## src/rtl/avalon_udp_pkg.sv

```systemverilog
// Shared types and constants for the single-outstanding Avalon-MM master:
// FSM state encoding, bus width and default timing parameters.
package avalon_udp_pkg;

  localparam int BUS_W            = 16;
  localparam int DEF_READ_LATENCY = 2;
  localparam int DEF_TIMEOUT      = 255;

  typedef logic [BUS_W-1:0] word_t;

  typedef enum logic [1:0] {
    ST_IDLE   = 2'd0,
    ST_ACCESS = 2'd1,
    ST_RDWAIT = 2'd2,
    ST_RESP   = 2'd3
  } state_e;

endpackage

```

## src/rtl/avalon_master_udp_if.sv

```systemverilog
// Command/response channel plus Avalon-MM bus signals of the master.
// The master modport is the DUT side; the slave modport is the environment side.
interface avalon_master_udp_if;
  import avalon_udp_pkg::*;

  logic  cmd_valid;
  logic  cmd_ready;
  logic  cmd_wr;
  word_t cmd_addr;
  word_t cmd_wdata;

  logic  rsp_valid;
  word_t rsp_rdata;
  logic  rsp_err;

  logic  avm_chipselect_n;
  logic  avm_write_n;
  logic  avm_read_n;
  word_t avm_address;
  word_t avm_writedata;
  word_t avm_readdata;
  logic  avm_waitrequest;

  modport master (
    input  cmd_valid, cmd_wr, cmd_addr, cmd_wdata, avm_readdata, avm_waitrequest,
    output cmd_ready, rsp_valid, rsp_rdata, rsp_err,
           avm_chipselect_n, avm_write_n, avm_read_n, avm_address, avm_writedata
  );

  modport slave (
    output cmd_valid, cmd_wr, cmd_addr, cmd_wdata, avm_readdata, avm_waitrequest,
    input  cmd_ready, rsp_valid, rsp_rdata, rsp_err,
           avm_chipselect_n, avm_write_n, avm_read_n, avm_address, avm_writedata
  );

endinterface

```

## src/rtl/avm_wait_timer.sv

```systemverilog
// Saturating cycle counter with synchronous clear; terminal_o flags that the
// current count equals last_i. Shared by the waitrequest timeout and read latency.
module avm_wait_timer
  import avalon_udp_pkg::*;
(
  input  logic  clk,
  input  logic  rst,
  input  logic  clear_i,
  input  logic  enable_i,
  input  word_t last_i,
  output logic  terminal_o
);

  word_t count_q, count_d;

  // NOTE: every variable assigned in always_comb gets a default first, so no path leaves it unassigned and no latch is inferred.
  always_comb begin
    count_d = count_q;
    if (clear_i) begin
      count_d = '0;
    end else if (enable_i && (count_q != '1)) begin
      count_d = count_q + 16'd1;
    end
  end

  // NOTE: sequential state uses non-blocking assignments so all flops update together at the edge.
  always_ff @(posedge clk) begin
    if (rst) begin
      count_q <= '0;
    end else begin
      count_q <= count_d;
    end
  end

  assign terminal_o = (count_q == last_i);

endmodule

```

## src/rtl/avalon_master_udp.sv

```systemverilog
// Single-outstanding Avalon-MM master: one command in, one registered bus
// access out, one completion pulse back (with timeout abort on stuck waitrequest).
module avalon_master_udp
  import avalon_udp_pkg::*;
#(
  parameter int READ_LATENCY = DEF_READ_LATENCY,
  parameter int TIMEOUT      = DEF_TIMEOUT
) (
  input logic               clk,
  input logic               rst,
  avalon_master_udp_if.master bus
);

  localparam word_t RdLast    = word_t'(READ_LATENCY - 1);
  localparam word_t WaitLast  = word_t'(TIMEOUT - 1);
  localparam bit    TimeoutEn = (TIMEOUT != 0);

  state_e state_q, state_d;
  logic   wr_q, wr_d;
  word_t  addr_q, addr_d, wdata_q, wdata_d, rdata_q, rdata_d;
  logic   cs_n_q, cs_n_d, wr_n_q, wr_n_d, rd_n_q, rd_n_d;
  logic   rsp_valid_q, rsp_valid_d, rsp_err_q, rsp_err_d;

  logic   accept, timed_out, timer_term, timer_clear, timer_en;
  word_t  timer_last;

  assign accept    = (state_q == ST_IDLE) && bus.cmd_valid;
  // A falling waitrequest always wins over the timeout in the same cycle.
  assign timed_out = TimeoutEn && (state_q == ST_ACCESS) && bus.avm_waitrequest && timer_term;

  // One timer serves both phases: waitrequest stall count in ACCESS, latency in RDWAIT.
  assign timer_clear = (state_d != state_q);
  assign timer_en    = ((state_q == ST_ACCESS) && bus.avm_waitrequest) || (state_q == ST_RDWAIT);
  assign timer_last  = (state_q == ST_RDWAIT) ? RdLast : WaitLast;

  avm_wait_timer u_timer (
    .clk        (clk),
    .rst        (rst),
    .clear_i    (timer_clear),
    .enable_i   (timer_en),
    .last_i     (timer_last),
    .terminal_o (timer_term)
  );

  always_ff @(posedge clk) begin
    if (rst) begin
      state_q <= ST_IDLE;
    end else begin
      state_q <= state_d;
    end
  end

  always_comb begin
    state_d = state_q;
    case (state_q)
      ST_IDLE:   if (accept) state_d = ST_ACCESS;
      ST_ACCESS: begin
        if (!bus.avm_waitrequest) state_d = wr_q ? ST_RESP : ST_RDWAIT;
        else if (timed_out)       state_d = ST_RESP;
      end
      ST_RDWAIT: if (timer_term) state_d = ST_RESP;
      ST_RESP:   state_d = ST_IDLE;
      default:   state_d = ST_IDLE;
    endcase
  end

  // Bus and response outputs are computed from the next state and registered.
  always_comb begin
    wr_d    = wr_q;
    addr_d  = addr_q;
    wdata_d = wdata_q;
    if (accept) begin
      wr_d    = bus.cmd_wr;
      addr_d  = bus.cmd_addr;
      wdata_d = bus.cmd_wdata;
    end
    cs_n_d      = (state_d != ST_ACCESS);
    wr_n_d      = !((state_d == ST_ACCESS) && wr_d);
    rd_n_d      = !((state_d == ST_ACCESS) && !wr_d);
    rsp_valid_d = (state_d == ST_RESP);
    rsp_err_d   = timed_out;
    rdata_d     = ((state_q == ST_RDWAIT) && (state_d == ST_RESP)) ? bus.avm_readdata : '0;
  end

  always_ff @(posedge clk) begin
    if (rst) begin
      wr_q        <= 1'b0;
      addr_q      <= '0;
      wdata_q     <= '0;
      rdata_q     <= '0;
      cs_n_q      <= 1'b1;
      wr_n_q      <= 1'b1;
      rd_n_q      <= 1'b1;
      rsp_valid_q <= 1'b0;
      rsp_err_q   <= 1'b0;
    end else begin
      wr_q        <= wr_d;
      addr_q      <= addr_d;
      wdata_q     <= wdata_d;
      rdata_q     <= rdata_d;
      cs_n_q      <= cs_n_d;
      wr_n_q      <= wr_n_d;
      rd_n_q      <= rd_n_d;
      rsp_valid_q <= rsp_valid_d;
      rsp_err_q   <= rsp_err_d;
    end
  end

  assign bus.cmd_ready        = (state_q == ST_IDLE);
  assign bus.avm_chipselect_n = cs_n_q;
  assign bus.avm_write_n      = wr_n_q;
  assign bus.avm_read_n       = rd_n_q;
  assign bus.avm_address      = addr_q;
  assign bus.avm_writedata    = wdata_q;
  assign bus.rsp_valid        = rsp_valid_q;
  assign bus.rsp_err          = rsp_err_q;
  assign bus.rsp_rdata        = rdata_q;

endmodule

```

## src/flat_wrapper.sv

```systemverilog
// flat-port wrapper written by rule: the top's interface ports become plain ports
module avalon_master_udp_flat import avalon_udp_pkg::*;
#(
  parameter int READ_LATENCY = DEF_READ_LATENCY,
  parameter int TIMEOUT      = DEF_TIMEOUT
)
  (clk, rst, bus_cmd_valid, bus_cmd_wr, bus_cmd_addr, bus_cmd_wdata, bus_avm_readdata, bus_avm_waitrequest, bus_cmd_ready, bus_rsp_valid, bus_rsp_rdata, bus_rsp_err, bus_avm_chipselect_n, bus_avm_write_n, bus_avm_read_n, bus_avm_address, bus_avm_writedata);
  avalon_master_udp_if bus_i ();
  input logic clk;
  input logic rst;
  input wire logic [$bits(bus_i.cmd_valid)-1:0] bus_cmd_valid;
  input wire logic [$bits(bus_i.cmd_wr)-1:0] bus_cmd_wr;
  input wire logic [$bits(bus_i.cmd_addr)-1:0] bus_cmd_addr;
  input wire logic [$bits(bus_i.cmd_wdata)-1:0] bus_cmd_wdata;
  input wire logic [$bits(bus_i.avm_readdata)-1:0] bus_avm_readdata;
  input wire logic [$bits(bus_i.avm_waitrequest)-1:0] bus_avm_waitrequest;
  output wire logic [$bits(bus_i.cmd_ready)-1:0] bus_cmd_ready;
  output wire logic [$bits(bus_i.rsp_valid)-1:0] bus_rsp_valid;
  output wire logic [$bits(bus_i.rsp_rdata)-1:0] bus_rsp_rdata;
  output wire logic [$bits(bus_i.rsp_err)-1:0] bus_rsp_err;
  output wire logic [$bits(bus_i.avm_chipselect_n)-1:0] bus_avm_chipselect_n;
  output wire logic [$bits(bus_i.avm_write_n)-1:0] bus_avm_write_n;
  output wire logic [$bits(bus_i.avm_read_n)-1:0] bus_avm_read_n;
  output wire logic [$bits(bus_i.avm_address)-1:0] bus_avm_address;
  output wire logic [$bits(bus_i.avm_writedata)-1:0] bus_avm_writedata;
  assign bus_i.cmd_valid = bus_cmd_valid;
  assign bus_i.cmd_wr = bus_cmd_wr;
  assign bus_i.cmd_addr = bus_cmd_addr;
  assign bus_i.cmd_wdata = bus_cmd_wdata;
  assign bus_i.avm_readdata = bus_avm_readdata;
  assign bus_i.avm_waitrequest = bus_avm_waitrequest;
  assign bus_cmd_ready = bus_i.cmd_ready;
  assign bus_rsp_valid = bus_i.rsp_valid;
  assign bus_rsp_rdata = bus_i.rsp_rdata;
  assign bus_rsp_err = bus_i.rsp_err;
  assign bus_avm_chipselect_n = bus_i.avm_chipselect_n;
  assign bus_avm_write_n = bus_i.avm_write_n;
  assign bus_avm_read_n = bus_i.avm_read_n;
  assign bus_avm_address = bus_i.avm_address;
  assign bus_avm_writedata = bus_i.avm_writedata;
  avalon_master_udp #(.READ_LATENCY(READ_LATENCY), .TIMEOUT(TIMEOUT)) u_core (.clk(clk), .rst(rst), .bus(bus_i));
endmodule
```

## config.mk

```make
export PLATFORM = sky130hd
export DESIGN_NAME = avalon_master_udp_flat
export DESIGN_NICKNAME = d
export VERILOG_FILES = /design/src/rtl/avalon_udp_pkg.sv /design/src/rtl/avalon_master_udp_if.sv /design/src/rtl/avm_wait_timer.sv /design/src/rtl/avalon_master_udp.sv /design/src/flat_wrapper.sv
export SDC_FILE = /design/constraint.sdc
export NUM_CORES = 1
export LEC_CHECK = 0
export ABC_AREA = 0
export CORE_AREA = 2 2 74 76
export CTS_CLUSTER_SIZE = 20
export DETAILED_ROUTE_END_ITERATION = 6
export DIE_AREA = 0 0 76 78
export DONT_BUFFER_PORTS = 1
export PLACE_DENSITY = 0.68
export SYNTH_ARGS = -nofsm -noshare
export SYNTH_HDL_FRONTEND = slang
export SYNTH_SLANG_ARGS = --single-unit
```

## constraint.sdc

```tcl
create_clock -name clk -period 4.75 [get_ports clk]
set_input_delay 0.7125 -clock clk [delete_from_list [all_inputs] [get_ports clk]]
set_output_delay 0.7125 -clock clk [all_outputs]
set_load 0.01 [all_outputs]
```

==> results of run 1 <==
layout by cell type, fill, tap and decap left out, drive strengths merged, types with 3 or more instances in the layout:
cell type,instances
nand3,6
a211oi,4
clkinv,3
nor2,29
nand2,72
clkbuf,10
nand4,4
nor3,7
and2,17
dfxtp,72
nor4,8
a21oi,37
xnor2,14
flip-flops by register name, indices dropped and copies added, names as in the netlist:
register and cells:
u_core.bus.avm_chipselect_n 1, u_core.bus.avm_writedata 16, u_core.u_timer.count_q 16, u_core.bus.avm_address 16, u_core.wr_q 1, u_core.bus.rsp_err 1, u_core.state_q 2, u_core.bus.rsp_valid 1
u_core.bus.rsp_rdata 16, u_core.bus.avm_read_n 1, u_core.bus.avm_write_n 1
worst max-delay path, delay by kind of cell, from the launching register on:
family	cells	cell delay, ns
AO/OA/AOI/OAI	1	0.14
flip-flops	1	0.50
AND/OR/NAND/NOR	4	1.15
cell usage after synthesis (3+ instances only):
master and n:
a21oi_1 37, xnor2_1 14, clkbuf_1 11, and2_1 17, dfxtp_1 72, nor4_1 8
nand4_1 3, nand3_1 6, a211oi_1 3, nor3_1 6, buf_6 3, nor2_1 29
nand2_1 71
how the worst max path moves through the flow:
stage                                 startpoint                                      end  slack (ns)  depth (start not counted)
global placement             bus_avm_waitrequest   u_core.u_timer.count_q[8]$_SDFFE_PP0P_        2.84                          4
CTS                 u_core.state_q[0]$_SDFF_PP0_   u_core.u_timer.count_q[8]$_SDFFE_PP0P_        2.81                          5
global route        u_core.state_q[0]$_SDFF_PP0_  u_core.bus.avm_address[10]$_SDFFE_PP0P_        2.60                          4
finish              u_core.state_q[0]$_SDFF_PP0_   u_core.u_timer.count_q[8]$_SDFFE_PP0P_        2.83                          5
floorplan                    bus_avm_waitrequest  u_core.u_timer.count_q[10]$_SDFFE_PP0P_        3.03                          6
detailed placement           bus_avm_waitrequest   u_core.u_timer.count_q[8]$_SDFFE_PP0P_        2.82                          4
power groups by stage:
stage | combinational [mW] | clock (mW) | sequential [mW]
2_1_floorplan | 0.0659 | 0 | 0.663
3_3_place_gp | 0.0655 | 0 | 0.670
3_5_place_dp | 0.0676 | 0 | 0.671
4_1_cts | 0.0675 | 0.429 | 0.657
5_1_grt | 0.0792 | 0.455 | 0.659
6_report | 0.0663 | 0.417 | 0.656
logic make-up after synthesis:
logic type / count (synthesis) / synth area share
xor gates and xnor gates: 14 / 0.0454
adders and majority gates: 1 / 0.00463
muxes: 2 / 0.00741
and+or+nand+nor: 155 / 0.276
buffers and inverters: 18 / 0.0352
AOI/OAI and AO/OA: 46 / 0.0982
DFF: 72 / 0.533
routing by layer:
| metal | vias up | global-route usage |
|---|---|---|
| li1 | 1022 | - |
| met1 | 884 | 0.220 |
| met2 | 59 | 0.306 |
| met3 | 13 | 0.0686 |
| met4 | 0 | 0.0945 |
| met5 | - | 0 |
layout make-up:
| class | count | share of cell area |
|---|---|---|
| sequential | 72 | 0.500 |
| clock inverter | 5 | 0.0117 |
| timing repair buffer | 1 | 0.00260 |
| inverter | 2 | 0.00260 |
| tap | 70 | 0.0304 |
| clock buffer | 10 | 0.0477 |
| multi-input combinational | 218 | 0.405 |
==> results.yml, run 1 <==
route:
  dr.pass1.iters: 4
  drt_iter0_drc: 140
  dr.max_layer_used: "met4"
  routed_wirelength_mm: 5.47
  routed-wl-met2_mm: 2.68
  avgRoutedWirePerCell_microns: 14.5
  drtAntennaViolNets: 0
  wl_met3_microns: 362
  drc_errors: 0
  vias_per_cell: 5.23
  vias: 1978
  wl_met1_mm: 2.32
timing:
  fin_crit_sh: 0.403
  worst_pin_slew_ns: 1.02
  fin_crit_ns: 1.92
  hold_violations: 0
  drv_slew: 0
  whs_ns: 0.452
  setup-tns-final_ns: 0
  rsz0062_at_grt: "false"
  setup_viol: 0
  fmaxAchievable_mhz: 522
  fin_skew_ns: 0.00735
  setup_slack_ns: 2.83
  slew_headroom: 0.319
logic_synthesis:
  netlist_area_sq_um: 2700
  synth_ff_type: "dfxtp_1"
  syn_nets: 362
  yosysWarnings: 0
  synthArstFlopShare: 0
  synth.area.top_cells: "dfxtp_1 (53%), nand2_1 (9.9%), a21oi_1 (6.9%)"
  syn-instance-count: 308
  ys_seq_area_frac: 0.533
  ys_seq_elements: 72
  yosys.area.top_type: "dfxtp_1"
  yosys.area.top_type_share: 0.533
  syn_area_per_cell_sq_um: 8.77
  synth.distinct_cells: 37
  synth_edf_count: 0
place:
  port_buffers: 0
  placed_area_sq_um: 2710
  dp_cells: 363
  place_ws_ns: 2.82
  place_congestion: 0.832
  hpwlAfterDp_mm: 3.75
worst_setup_path:
  r2r_start: "u_core.state_q[0]$_SDFF_PP0_"
  crit_type: "flop to flop"
  worst_ep_required_time_ns: 4.95
  critPathMaxFanout: 16
  cpPeakStageDelay_ns: 0.50
  rr_endpoint: "u_core.u_timer.count_q[8]$_SDFFE_PP0P_"
  path_cells: "nor4bb_1, nand4_2, a21oi_1, or3_1, nor3_1"
  critPathCaptureType: "flop"
  cp_slowest_cell: "dfxtp_1"
  cp-start-kind: "flop"
  crit_arrival_ns: 2.11
  rrSetupSlack_ns: 2.83
  r2r_cells: 5
final_layout:
  drive_above_1_share: 0.0812
  n_antenna_cell: 0
  syn_to_final_growth_pct: 6.71
  fin_util: 0.572
  nets: 358
  regArea_sq_um: 1440
  multi_input_area_sq_um: 1170
  fin_cells: 378
  final_cell_area_sq_um: 2880
  fill_cells: 464
clocking:
  path_clk_slew_ns: 0.07
  post_cts_resized: 0
  clock-sinks: 72
  cts-root-buf: "clkbuf_8"
  cts_tree: "done"
  clkLatencyLatePin_ns: 0.34
  postCtsHoldBufs: 0
  h-tree-depth: 3
  postCtsSetupBuffers: 0
  numCtsBuffers: 9
  clock_path_buffers: 2
flow_run:
  drv_cap: 0
worst_hold_path:
  min_to: "u_core.bus.avm_writedata[1]$_SDFFE_PP0P_"
  hp-class: "input port to flop"
  min_path_cells: 1
  hold_path_startpoint: "rst"
power_and_ir_drop:
  p_int_mw: 0.852
  p_total_mw: 1.14
  ir_drop_mv: 0.200
  combPwrFrac: 0.058
  clockPowerShare: 0.366
  power_frac_seq: 0.576
  switching_share: 0.252
  power_switching_mw: 0.288
  power_leakage_nw: 1.04
  pwr_density_cell_nw_per_um2: 395
floorplanning:
  start_util: 0.536
  ioPinCount: 107
  rows: 26
  coreArea_sq_um: 5040
  dieArea_sq_um: 5930
  die_x_microns: 76
  die_h_microns: 78
run_status:
  status: "finished, final reports clean"
global_route:
  grt_pass1_vias: 1916
  grt_usage: 0.188
  antenna_found_initial: 0
  grt_pass1_wl_mm: 8.87
  grt_max_degree: 40
  grt_overflow: 0
Power figures use the tool's default switching activity.
==> run 2: changes to the inputs <==
--- a/config.mk
+++ b/config.mk
@@ -11,7 +11,7 @@
 export DETAILED_ROUTE_END_ITERATION = 6
 export DIE_AREA = 0 0 76 78
 export DONT_BUFFER_PORTS = 1
-export PLACE_DENSITY = 0.68
+export PLACE_DENSITY = 0.71
 export SYNTH_ARGS = -nofsm -noshare
 export SYNTH_HDL_FRONTEND = slang
 export SYNTH_SLANG_ARGS = --single-unit
==> constraint.sdc (replaced) <==
create_clock -name clk -period 1.75 [get_ports clk]
set_input_delay 0.2625 -clock clk [delete_from_list [all_inputs] [get_ports clk]]
set_output_delay 0.2625 -clock clk [all_outputs]
set_load 0.01 [all_outputs]
==> run 2 against run 1 <==
Compared with the run above:
- register-to-register slack lost 2.7 ns
- critical path depth grew 1
- routed wire length grew 1.4%
- clock power grew to 3.6 times the previous value
- power grew to 3.1 times the previous value
- utilization grew 3.5 points
- final area grew 6.2%
- first-iteration DRC count shrank 38%
- largest power group unchanged
==> results.yml, run 2 (same netlist as run 1, synthesis figures left out) <==
run_status:
  status: "finished, final reports clean"
power_and_ir_drop:
  power_switching_mw: 0.790
  p_total_mw: 3.51
  p_int_mw: 2.72
  power_leakage_nw: 1.14
  pwr_density_cell_nw_per_um2: 1140
  combPwrFrac: 0.063
  ir_drop_mv: 0.876
  clockPowerShare: 0.429
  switching_share: 0.225
  power_frac_seq: 0.508
global_route:
  grt_max_degree: 37
  grt_overflow: 0
  grt_pass1_wl_mm: 9.20
  grt_usage: 0.195
  antenna_found_initial: 0
  grt_pass1_vias: 2015
place:
  placed_area_sq_um: 2800
  place_congestion: 0.838
  port_buffers: 0
  place_ws_ns: 0.0466
  hpwlAfterDp_mm: 3.97
flow_run:
  drv_cap: 0
route:
  vias: 2043
  vias_per_cell: 5.23
  dr.pass1.iters: 6
  drtAntennaViolNets: 0
  routed_wirelength_mm: 5.55
  drt_iter0_drc: 87
  avgRoutedWirePerCell_microns: 14.2
  drc_errors: 0
floorplanning:
  rows: 26
  die_x_microns: 76
  dieArea_sq_um: 5930
  start_util: 0.536
  coreArea_sq_um: 5040
  ioPinCount: 107
  die_h_microns: 78
timing:
  setup_slack_ns: 0.150
  hold_violations: 0
  fin_crit_sh: 0.914
  fin_skew_ns: 0.0116
  worst_pin_slew_ns: 0.364
  rsz0062_at_grt: "false"
  setup-tns-final_ns: 0
  setup_viol: 0
  slew_headroom: 0.757
  fmaxAchievable_mhz: 625
  fin_crit_ns: 1.60
  drv_slew: 0
worst_setup_path:
  critPathCaptureType: "flop"
  critPathMaxFanout: 7
  cp_num_buf_inv: 1
  cpPeakStageDelay_ns: 0.34
  worst_ep_required_time_ns: 2.01
  crit_type: "flop to flop"
  crit_arrival_ns: 1.85
  cp_slowest_cell: "dfxtp_1"
  cp-start-kind: "flop"
  path_cells: "and4_2, nand4_2, a21oi_1, or3_1, buf_4, nor3_1"
  crit_family: "simple AND/OR/NAND/NOR gates"
clocking:
  clkLatencyLatePin_ns: 0.34
  path_clk_slew_ns: 0.07
  postCtsSetupBuffers: 0
  clock-sinks: 72
  cts-root-buf: "clkbuf_8"
  clock_path_buffers: 2
  cts_tree: "done"
  numCtsBuffers: 9
  h-tree-depth: 3
final_layout:
  nets: 370
  drive_above_1_share: 0.128
  syn_to_final_growth_pct: 13.3
  n_antenna_cell: 0
  final_cell_area_sq_um: 3060
  layout_common_cells: "nand2_1 (71), dfxtp_1 (71), a21oi_1 (37)"
worst_hold_path:
  hp-class: "input port to flop"
run 2: cell count changes in the layout (fill, tap and decap cells not counted), moves of 2 or more:
| cell | previous run | this run |
|---|---|---|
| clkbuf_8 | 10 | 12 |
| clkinvlp_4 | 2 | 0 |
| buf_4 | 1 | 12 |
| bufinv_16 | 0 | 2 |
run 2: area by class of cell:
type	instances	area, sq um
well taps	70	87.6
repair buffers	13	110
multi-input cells	218	1180
fillers	434	1980
inverters	2	7.51
flip-flops and latches	72	1440
clock inverters	4	73.8
clock buffers	12	165
run 2: stage by stage:
stage / cells / hold WS (ns) / util
after detailed placement: 374 / 0.344 / 0.554
after global placement: 374 / 0.339 / 0.554
after floorplan: 308 / 0.384 / -
after CTS: 391 / 0.0249 / 0.606
final: 391 / 0.0362 / 0.607
after global routing: 391 / 0.0161 / 0.607
run 2: final timing paths:
check | slack (ns) | cells past startpoint | startpoint | endpoint
hold reg to reg | 0.50 | 2 | u_core.bus.avm_address[10]$_SDFFE_PP0P_ | u_core.bus.avm_address[10]$_SDFFE_PP0P_
hold / removal | 0.04 | 1 | rst | u_core.state_q[0]$_SDFF_PP0_
setup reg to reg | 0.15 | 6 | u_core.u_timer.count_q[5]$_SDFFE_PP0P_ | u_core.u_timer.count_q[8]$_SDFFE_PP0P_
setup / recovery | 0.15 | 6 | u_core.u_timer.count_q[5]$_SDFFE_PP0P_ | u_core.u_timer.count_q[8]$_SDFFE_PP0P_
run 2: power by group through the flow:
stage          Sequential, mW  Combinational [mW]  Clock (mW)
6_report                 1.78               0.220        1.50
5_1_grt                  1.79               0.255        1.61
4_1_cts                  1.78               0.220        1.54
3_5_place_dp             1.82               0.203           0
3_3_place_gp             1.82               0.197           0
2_1_floorplan            1.80               0.179           0
run 2: layer usage:
layer  global-route usage  share of wire  vias to the layer above
li1                     -              -                     1038
met1                0.224           0.41                      928
met2                0.321           0.49                       70
met3               0.0919          0.078                        7
met4               0.0709          0.014                        0
met5                    0              0                        -
run 2: worst register-to-register path, cell delays in order (launching register included):
cell and delay (ns):
dfxtp_1 0.34, and4_2 0.30, nand4_2 0.13, a21oi_1 0.07, or3_1 0.32, buf_4 0.18
nor3_1 0.18
run 2: repair_timing:
action,CTS,global route
resized for setup,0,3
hold buffers,1,0
hold endpoints to repair,36,0
setup endpoints to repair,0,17
